==> src/rtl/reg_file_sb.sv <==
// rtl/reg_file_sb.sv - parametrised register file with pending scoreboard and write-to-read bypass
// Two async read ports, one sync write port, one reserve port marking a destination in-flight.
module reg_file_sb #(
    parameter int DATA_W   = 16,
    parameter int ADDR_W   = 3,
    parameter int BYPASS   = 1,
    parameter int ZERO_REG = 1
) (
    input  logic                    clk,
    input  logic                    rst,
    input  logic                    reg_write,
    input  logic [ADDR_W-1:0]       write_addr,
    input  logic [DATA_W-1:0]       write_data,
    input  logic [ADDR_W-1:0]       read_addr_1,
    input  logic [ADDR_W-1:0]       read_addr_2,
    output logic [DATA_W-1:0]       read_data_1,
    output logic [DATA_W-1:0]       read_data_2,
    output logic                    read_ready_1,
    output logic                    read_ready_2,
    input  logic                    rsv_valid,
    input  logic [ADDR_W-1:0]       rsv_addr,
    output logic                    rsv_conflict,
    output logic [(1<<ADDR_W)-1:0]  busy_mask
);

    localparam int NREGS = 1 << ADDR_W;

    logic [DATA_W-1:0] regs_q [NREGS];
    logic [NREGS-1:0]  pending_q;
    logic [NREGS-1:0]  pending_d;

    logic wr_prot;
    logic rsv_prot;
    logic wr_en;
    logic rsv_take;

    assign wr_prot  = (ZERO_REG != 0) && (write_addr == '0);
    assign rsv_prot = (ZERO_REG != 0) && (rsv_addr == '0);
    assign wr_en    = reg_write && !wr_prot;

    // A write landing on the same register releases the old reservation, so a new one may take it.
    assign rsv_conflict = rsv_valid && !rsv_prot && pending_q[rsv_addr]
                          && !(reg_write && (write_addr == rsv_addr));
    assign rsv_take     = rsv_valid && !rsv_prot && !rsv_conflict;

    always_comb begin
        pending_d = pending_q;
        if (wr_en) begin
            pending_d[write_addr] = 1'b0;
        end
        // Reserve applied after the write clear so a same-cycle reservation wins.
        if (rsv_take) begin
            pending_d[rsv_addr] = 1'b1;
        end
    end

    always_ff @(posedge clk) begin
        if (rst) begin
            for (int i = 0; i < NREGS; i++) begin
                regs_q[i] <= '0;
            end
            pending_q <= '0;
        end else begin
            if (wr_en) begin
                regs_q[write_addr] <= write_data;
            end
            pending_q <= pending_d;
        end
    end

    logic [ADDR_W-1:0] rd_addr  [2];
    logic [DATA_W-1:0] rd_data  [2];
    logic              rd_ready [2];

    assign rd_addr[0] = read_addr_1;
    assign rd_addr[1] = read_addr_2;

    for (genvar p = 0; p < 2; p++) begin : g_rd
        always_comb begin
            rd_data[p]  = regs_q[rd_addr[p]];
            rd_ready[p] = !pending_q[rd_addr[p]];
            if ((ZERO_REG != 0) && (rd_addr[p] == '0)) begin
                rd_data[p]  = '0;
                rd_ready[p] = 1'b1;
            end else if ((BYPASS != 0) && reg_write && (write_addr == rd_addr[p])) begin
                rd_data[p]  = write_data;
                rd_ready[p] = 1'b1;
            end
        end
    end

    assign read_data_1  = rd_data[0];
    assign read_data_2  = rd_data[1];
    assign read_ready_1 = rd_ready[0];
    assign read_ready_2 = rd_ready[1];
    assign busy_mask    = pending_q;

endmodule

==> config.mk <==
export PLATFORM = sky130hd
export DESIGN_NAME = reg_file_sb
export DESIGN_NICKNAME = d
export VERILOG_FILES = /design/src/rtl/reg_file_sb.sv
export SDC_FILE = /design/constraint.sdc
export NUM_CORES = 1
export LEC_CHECK = 0
export CELL_PAD_IN_SITES_DETAIL_PLACEMENT = 2
export CELL_PAD_IN_SITES_GLOBAL_PLACEMENT = 2
export CORE_UTILIZATION = 43
export CTS_BUF_LIST = sky130_fd_sc_hd__clkbuf_2
export CTS_CLUSTER_DIAMETER = 200
export DETAILED_ROUTE_END_ITERATION = 8
export GPL_ROUTABILITY_DRIVEN = 1
export GPL_TIMING_DRIVEN = 0
export PLACE_DENSITY = 0.9
export SLEW_MARGIN = 15
export SYNTH_ARGS = -nofsm -noshare
export SYNTH_HDL_FRONTEND = slang
export SYNTH_SLANG_ARGS = --single-unit
==> constraint.sdc <==
create_clock -name clk -period 2.7 [get_ports clk]
set_clock_uncertainty 0.05 [all_clocks]
set_input_delay 0.27 -clock clk [delete_from_list [all_inputs] [get_ports clk]]
set_output_delay 0.27 -clock clk [all_outputs]
set_load 0.01 [all_outputs]
==> impl_metrics.toml, run 1 <==
[run_status]
status = "finished, violations left"
violations = "setup timing"

[sta]
setup_ws_ps = -52.38
max_freq_mhz = 363.3
finalCritPeriodShare = 1.019
hold_viol = 0
slew_violations = 0
rsz0062_at_grt = "yes"
max_slew_margin = 0.2768
tns_ps = -179.0
period_needed_ps = 2752
tightest_slew_ps = 1084
setup_viol = 5

[die]
core_sq_um = 17480
die_h_um = 136.7
die-area_sq_um = 18680
die_x_um = 136.7
core.rowCount = 48
start_util = 0.4462
pin_count = 75

[drt]
drc = 0
dr.pass1.iters = 5
dr_total_vias = 5944
vias_per_cell = 6.627
routed_wl_um = 31800
drt_iter0_markers = 660
postRouteAntennaNets = 0
wl_per_cell_um = 35.45

[synth]
synth_seq_cells = 136
netlist_area_sq_um = 7797
seq_area_frac_synth = 0.5135
avgSynthCellArea_sq_um = 14.52
yosysWarnings = 0
ys_types = 38
syn_inst = 537

[grt]
grt_pass1_wl_um = 44570
grt_util_all_layers = 0.3537
overflow = 0
grt_max_degree = 18
antenna_found_initial = 1
grt_pass1_vias = 6510

[setup_path]
crit_type = "flip-flop to primary output"
critPathRequiredTime_ps = 2380
start_kind = "flip-flop"
end_kind = "primary output"
crit_path_max_fanout = 2
arrival_ps = 2430

[finish]
final_cell_mix = "edfxtp_1, and2_1, mux4_2"
final.fill_count = 1617
nets = 690
multiInputGateArea_sq_um = 3746
mostFrequentLayoutCell = "edfxtp_1"
syn_to_final_growth_pct = 20.09
drive_gt1_frac = 0.3100
seqCellArea_sq_um = 4010

[cts]
clkSlewWorstSetupHoldPaths_ps = 300
cts_buffers = 17
cts.sinks = 136
clk_latency_ps = 750
clk_path_buf_depth = 2
cts-htree-levels = 4
cts_root_buf = "clkbuf_2"
cts_tree = "done"

[pwr]
p_leak_nw = 3.342
ir_drop_mv = 0.2688
finalPower_w = 0.004873
powerDensity_nw_per_um2 = 520.4

[placement]
place_ws_ps = -639.5
gp_congestion = 0.8583
port_buffers = 67
hpwl_um = 19650

[hold_path]
holdCritPathClass = "primary input to flip-flop"

[run]
maxCapViolations = 0
[cells by family (layout without fill, tap and decap cells)]
family	after synthesis	count (layout)	synth area share
and+or+nand+nor	184	184	0.1415
DFF	136	136	0.5135
muxes	104	104	0.2445
AOI/OAI and AO/OA	55	55	0.05247
buffers and inverters	49	168	0.03851
xor gates and xnor gates	8	8	0.008986
other	1	17	0.0004809
[Yosys cell counts]
master,n,area (sq um)
a211oi_1,32,240.2
nand2_1,7,26.28
nand4_1,2,12.51
dfxtp_1,8,160.2
mux2_2,2,22.52
edfxtp_1,128,3844
o2bb2ai_1,1,8.760
and3b_1,1,8.760
inv_1,8,30.03
buf_4,6,45.04
a311oi_1,1,8.760
nor3b_1,2,15.01
a21oi_1,6,30.03
nand4b_1,1,8.760
buf_2,17,85.08
mux2i_1,33,330.3
clkbuf_2,4,20.02
nor3_4,1,16.27
mux4_2,69,1554
nor2b_1,6,37.54
o21bai_1,7,52.55
and2_1,114,713.2
buf_6,9,101.4
nand2_2,1,6.260
nor2_4,3,33.78
a31oi_1,1,6.260
xnor2_1,8,70.07
a32o_1,3,30.03
conb_1,1,3.750
clkbuf_1,5,18.77
or2_4,1,8.760
nor3_2,5,50.05
o311ai_0,2,17.52
nor2_1,36,135.1
a22oi_1,1,7.510
o31ai_1,1,7.510
nand4_2,1,12.51
nand2b_1,3,18.77
[timing repair]
item	4_1_cts	5_1_grt
pin swaps	3	2
setup buffers	15	0
hold endpoints to repair	5	0
resized for setup	88	30
hold buffers	3	0
setup endpoints to repair	35	24
[flip-flops by register name, indices dropped and copies added (netlist names)]
signal     flops
regs_q       128
busy_mask      8
[through the flow]
stage,cell area (sq um),hold slack (ps),std cells,util
finish,9364,104.5,897,0.5358
global route,9364,107.4,897,0.5358
CTS,9336,75.88,896,0.5342
detailed placement,8885,476.1,846,0.5084
global placement,8806,449.1,844,0.5039
floorplan,7854,418.2,552,-
[layer usage]
metal,part of all wire,up-vias,global-route usage
li1,-,2314,-
met1,0.37,3138,0.4413
met2,0.51,396,0.5888
met3,0.085,96,0.06407
met4,0.036,0,0.1833
met5,0,-,0
[report_power, final]
group | leakage (nW) | total (W) | switching (W) | internal, W
Combinational | 1.91 | 0.00106 | 0.000575 | 0.000485
Sequential | 1.31 | 0.00255 | 0.0000968 | 0.00245
Clock | 0.122 | 0.00127 | 0.000862 | 0.000404
Total | 3.34 | 0.00487 | 0.00153 | 0.00334
[worst max-delay path, stage by stage, from the launching register on]
cell	delay, ps
edfxtp_1	490
mux4_2	540
mux2i_2	200
a211oi_2	130
clkdlybuf4s15_1	260
[cell type report]
| cell class | instances | share of cell area |
|---|---|---|
| Sequential cell | 136 | 0.4282 |
| Clock inverter | 15 | 0.01456 |
| Timing Repair Buffer | 87 | 0.08244 |
| Multi-Input combinational cell | 367 | 0.4001 |
| Antenna cell | 1 | 0.0002672 |
| Buffer | 41 | 0.03207 |
| Clock buffer | 17 | 0.009086 |
| Tap cell | 225 | 0.03006 |
| Inverter | 8 | 0.003207 |
[path summary, 6_finish.rpt]
path,start,end,slack (ps),cells after the start
worst max register to register,busy_mask[4]$_SDFF_PP0_,busy_mask[4]$_SDFF_PP0_,1300,3
worst min-delay path,write_addr[2],regs_q[4][12]$_SDFFCE_PN0P_,100,3
worst max-delay path,regs_q[5][0]$_SDFFCE_PN0P_,read_data_2[0],-50,4
worst min register to register,busy_mask[0]$_SDFF_PP0_,busy_mask[0]$_SDFF_PP0_,500,1
(Power assumes the default switching activity.)
==> inputs of run 2 (changes only) <==
--- a/config.mk
+++ b/config.mk
@@ -12,7 +12,6 @@
 export CTS_CLUSTER_DIAMETER = 200
 export DETAILED_ROUTE_END_ITERATION = 8
 export GPL_ROUTABILITY_DRIVEN = 1
-export GPL_TIMING_DRIVEN = 0
 export PLACE_DENSITY = 0.9
 export SLEW_MARGIN = 15
 export SYNTH_ARGS = -nofsm -noshare
==> run 2 against run 1 <==
The flow still finishes with violations (setup timing). Die area is the same. Count of clock-buffer cells in the layout grew 1. Sequential power is essentially flat. Non-clock buffer count grew 10. Via count shrank 1.1%. Fmax shrank 0.50%. Critical path depth grew 1. Global-route usage grew 0.79 points. First-iteration DRC count shrank 24%. Register-to-register slack lost 150 ps. Critical path type unchanged. Critical endpoint is now read_data_1[9]. Largest power group unchanged.
==> impl_metrics.toml, run 2 (synthesized netlist as in run 1, its figures left out) <==
[setup_path]
r2r-start = "busy_mask[3]$_SDFF_PP0_"
r2r_end = "busy_mask[1]$_SDFF_PP0_"
crit_type = "flip-flop to primary output"
crit_path_max_fanout = 2
critPathRequiredTime_ps = 2380
reg2reg_depth = 5
arrival_ps = 2450
r2r_slack_ps = 1150
start_kind = "flip-flop"
critPathLaunch = "regs_q[6][9]$_SDFFCE_PN0P_"
end_kind = "primary output"

[hold_path]
min_path_cells = 2
holdCritPathClass = "primary input to flip-flop"
min_from = "write_data[3]"
hold_end = "regs_q[2][3]$_SDFFCE_PN0P_"

[sta]
setup_ws_ps = -66.25
rsz0062_at_grt = "yes"
finalCritPeriodShare = 1.025
tightest_slew_ps = 1085
max_freq_mhz = 361.5
max_slew_margin = 0.2729
period_needed_ps = 2766
hold_viol = 0
tns_ps = -149.7
slew_violations = 0
setup_viol = 3

[drt]
wl_per_cell_um = 34.84
dr.pass1.iters = 5
postRouteAntennaNets = 0
drc = 0
drt_iter0_markers = 499
routed_wl_um = 31600
dr_total_vias = 5880
vias_per_cell = 6.483

[placement]
gp_congestion = 0.8537
port_buffers = 74
hpwl_um = 19020
place_area_sq_um = 9114

[grt]
antenna_found_initial = 2
grt_max_degree = 34
grt_pass1_wl_um = 45870
grt_util_all_layers = 0.3615
grt_pass1_vias = 6610
overflow = 0

[die]
die_x_um = 136.7
core.rowCount = 48
start_util = 0.4462
die-area_sq_um = 18680
die_h_um = 136.7
core_sq_um = 17480
pin_count = 75

[finish]
nets = 700
top_register = "regs_q"
mostFrequentLayoutCell = "edfxtp_1"
syn_to_final_growth_pct = 22.43
fin_util = 0.5462
largest_reg_flops = 128
final_cell_mix = "edfxtp_1, and2_1, mux4_2"
drive_gt1_frac = 0.3412
design_area_sq_um = 9547

[cts]
clkSlewWorstSetupHoldPaths_ps = 250
clk_path_buf_depth = 2
ctsHoldBuffers = 0
cts.sinks = 136
cts_root_buf = "clkbuf_2"
cts-htree-levels = 4
clk_latency_ps = 790
cts_tree = "done"
cts_buffers = 17

[run]
maxCapViolations = 0

[pwr]
powerDensity_nw_per_um2 = 534.8
p_leak_nw = 3.440
ir_drop_mv = 0.2887

[run_status]
violations = "setup timing"
status = "finished, violations left"
## run 2: cell types whose count changed in the layout (fill, tap and decap cells not counted), sizes merged
| cell | delta |
|---|---|
| dlygate4sd2 | -9 |
| clkdlybuf4s50 | +4 |
| clkdlybuf4s15 | -2 |
| bufinv | +2 |
| dlygate4sd3 | -3 |
| buf | +20 |
| clkinvlp | -1 |
| diode | +1 |
| clkinv | -4 |
| clkbuf | +1 |
| inv | +1 |
## run 2: metal layers
metal,GRT usage,vias to the layer above,part of all wire
met2,0.6351,316,0.53
met5,0,-,0
met3,0.07556,104,0.057
met1,0.4053,3133,0.37
met4,0.2111,0,0.046
li1,-,2327,-
## run 2: worst max path at each step
stage	end	slack (ps)
after floorplan	regs_q[4][0]$_SDFFCE_PN0P_	390
after global placement	read_ready_1	-60
after detailed placement	read_ready_1	-130
after CTS	read_data_1[9]	-120
after global routing	read_data_2[15]	-90
final	read_data_1[9]	-70
## run 2: final cells by class
class                           count  area (sq um)
Fill cell                        1556          7930
Sequential cell                   136          4010
Multi-Input combinational cell    367          3740
Timing Repair Buffer              138          1211
Tap cell                          225         281.5
Clock inverter                     13         178.9
Clock buffer                       18         90.09
Inverter                            8         30.03
Antenna cell                        2         5.005
## run 2: metrics by stage
stage	hold slack (ps)	worst slack, ps	total power [W]	cells
CTS	295.3	-122.5	0.005047	901
global route	306.8	-90.08	0.005219	907
detailed placement	459.9	-127.2	0.003597	862
floorplan	418.2	389.4	0.003080	552
finish	298.2	-66.25	0.005106	907
global placement	444.0	-60.53	0.003513	862
## run 2: critical path: stages, from the launching register on
cell	delay (ps)
edfxtp_1	530
buf_4	180
mux4_2	490
mux2i_4	190
a211oi_2	100
clkbuf_2	150
## run 2: timing repair
| action | in CTS | in global routing |
|---|---|---|
| endpoints found under the hold margin | 0 | 0 |
| setup buffers | 8 | 6 |
| setup endpoints to repair | 35 | 26 |
| pin swaps | 0 | 3 |
| resized for setup | 91 | 49 |
## run 2: power by group
part | internal [W] | switching (W)
registers | 0.00245 | 0.000105
logic | 0.000508 | 0.000565
clock network | 0.000602 | 0.000877
==> inputs of run 3 (changes only) <==
--- a/config.mk
+++ b/config.mk
@@ -9,7 +9,6 @@
 export CELL_PAD_IN_SITES_GLOBAL_PLACEMENT = 2
 export CORE_UTILIZATION = 43
 export CTS_BUF_LIST = sky130_fd_sc_hd__clkbuf_2
-export CTS_CLUSTER_DIAMETER = 200
 export DETAILED_ROUTE_END_ITERATION = 8
 export GPL_ROUTABILITY_DRIVEN = 1
 export PLACE_DENSITY = 0.9
==> results of run 3 <==
Same layout as run 2: the final DEF is identical, and so are final timing and power.
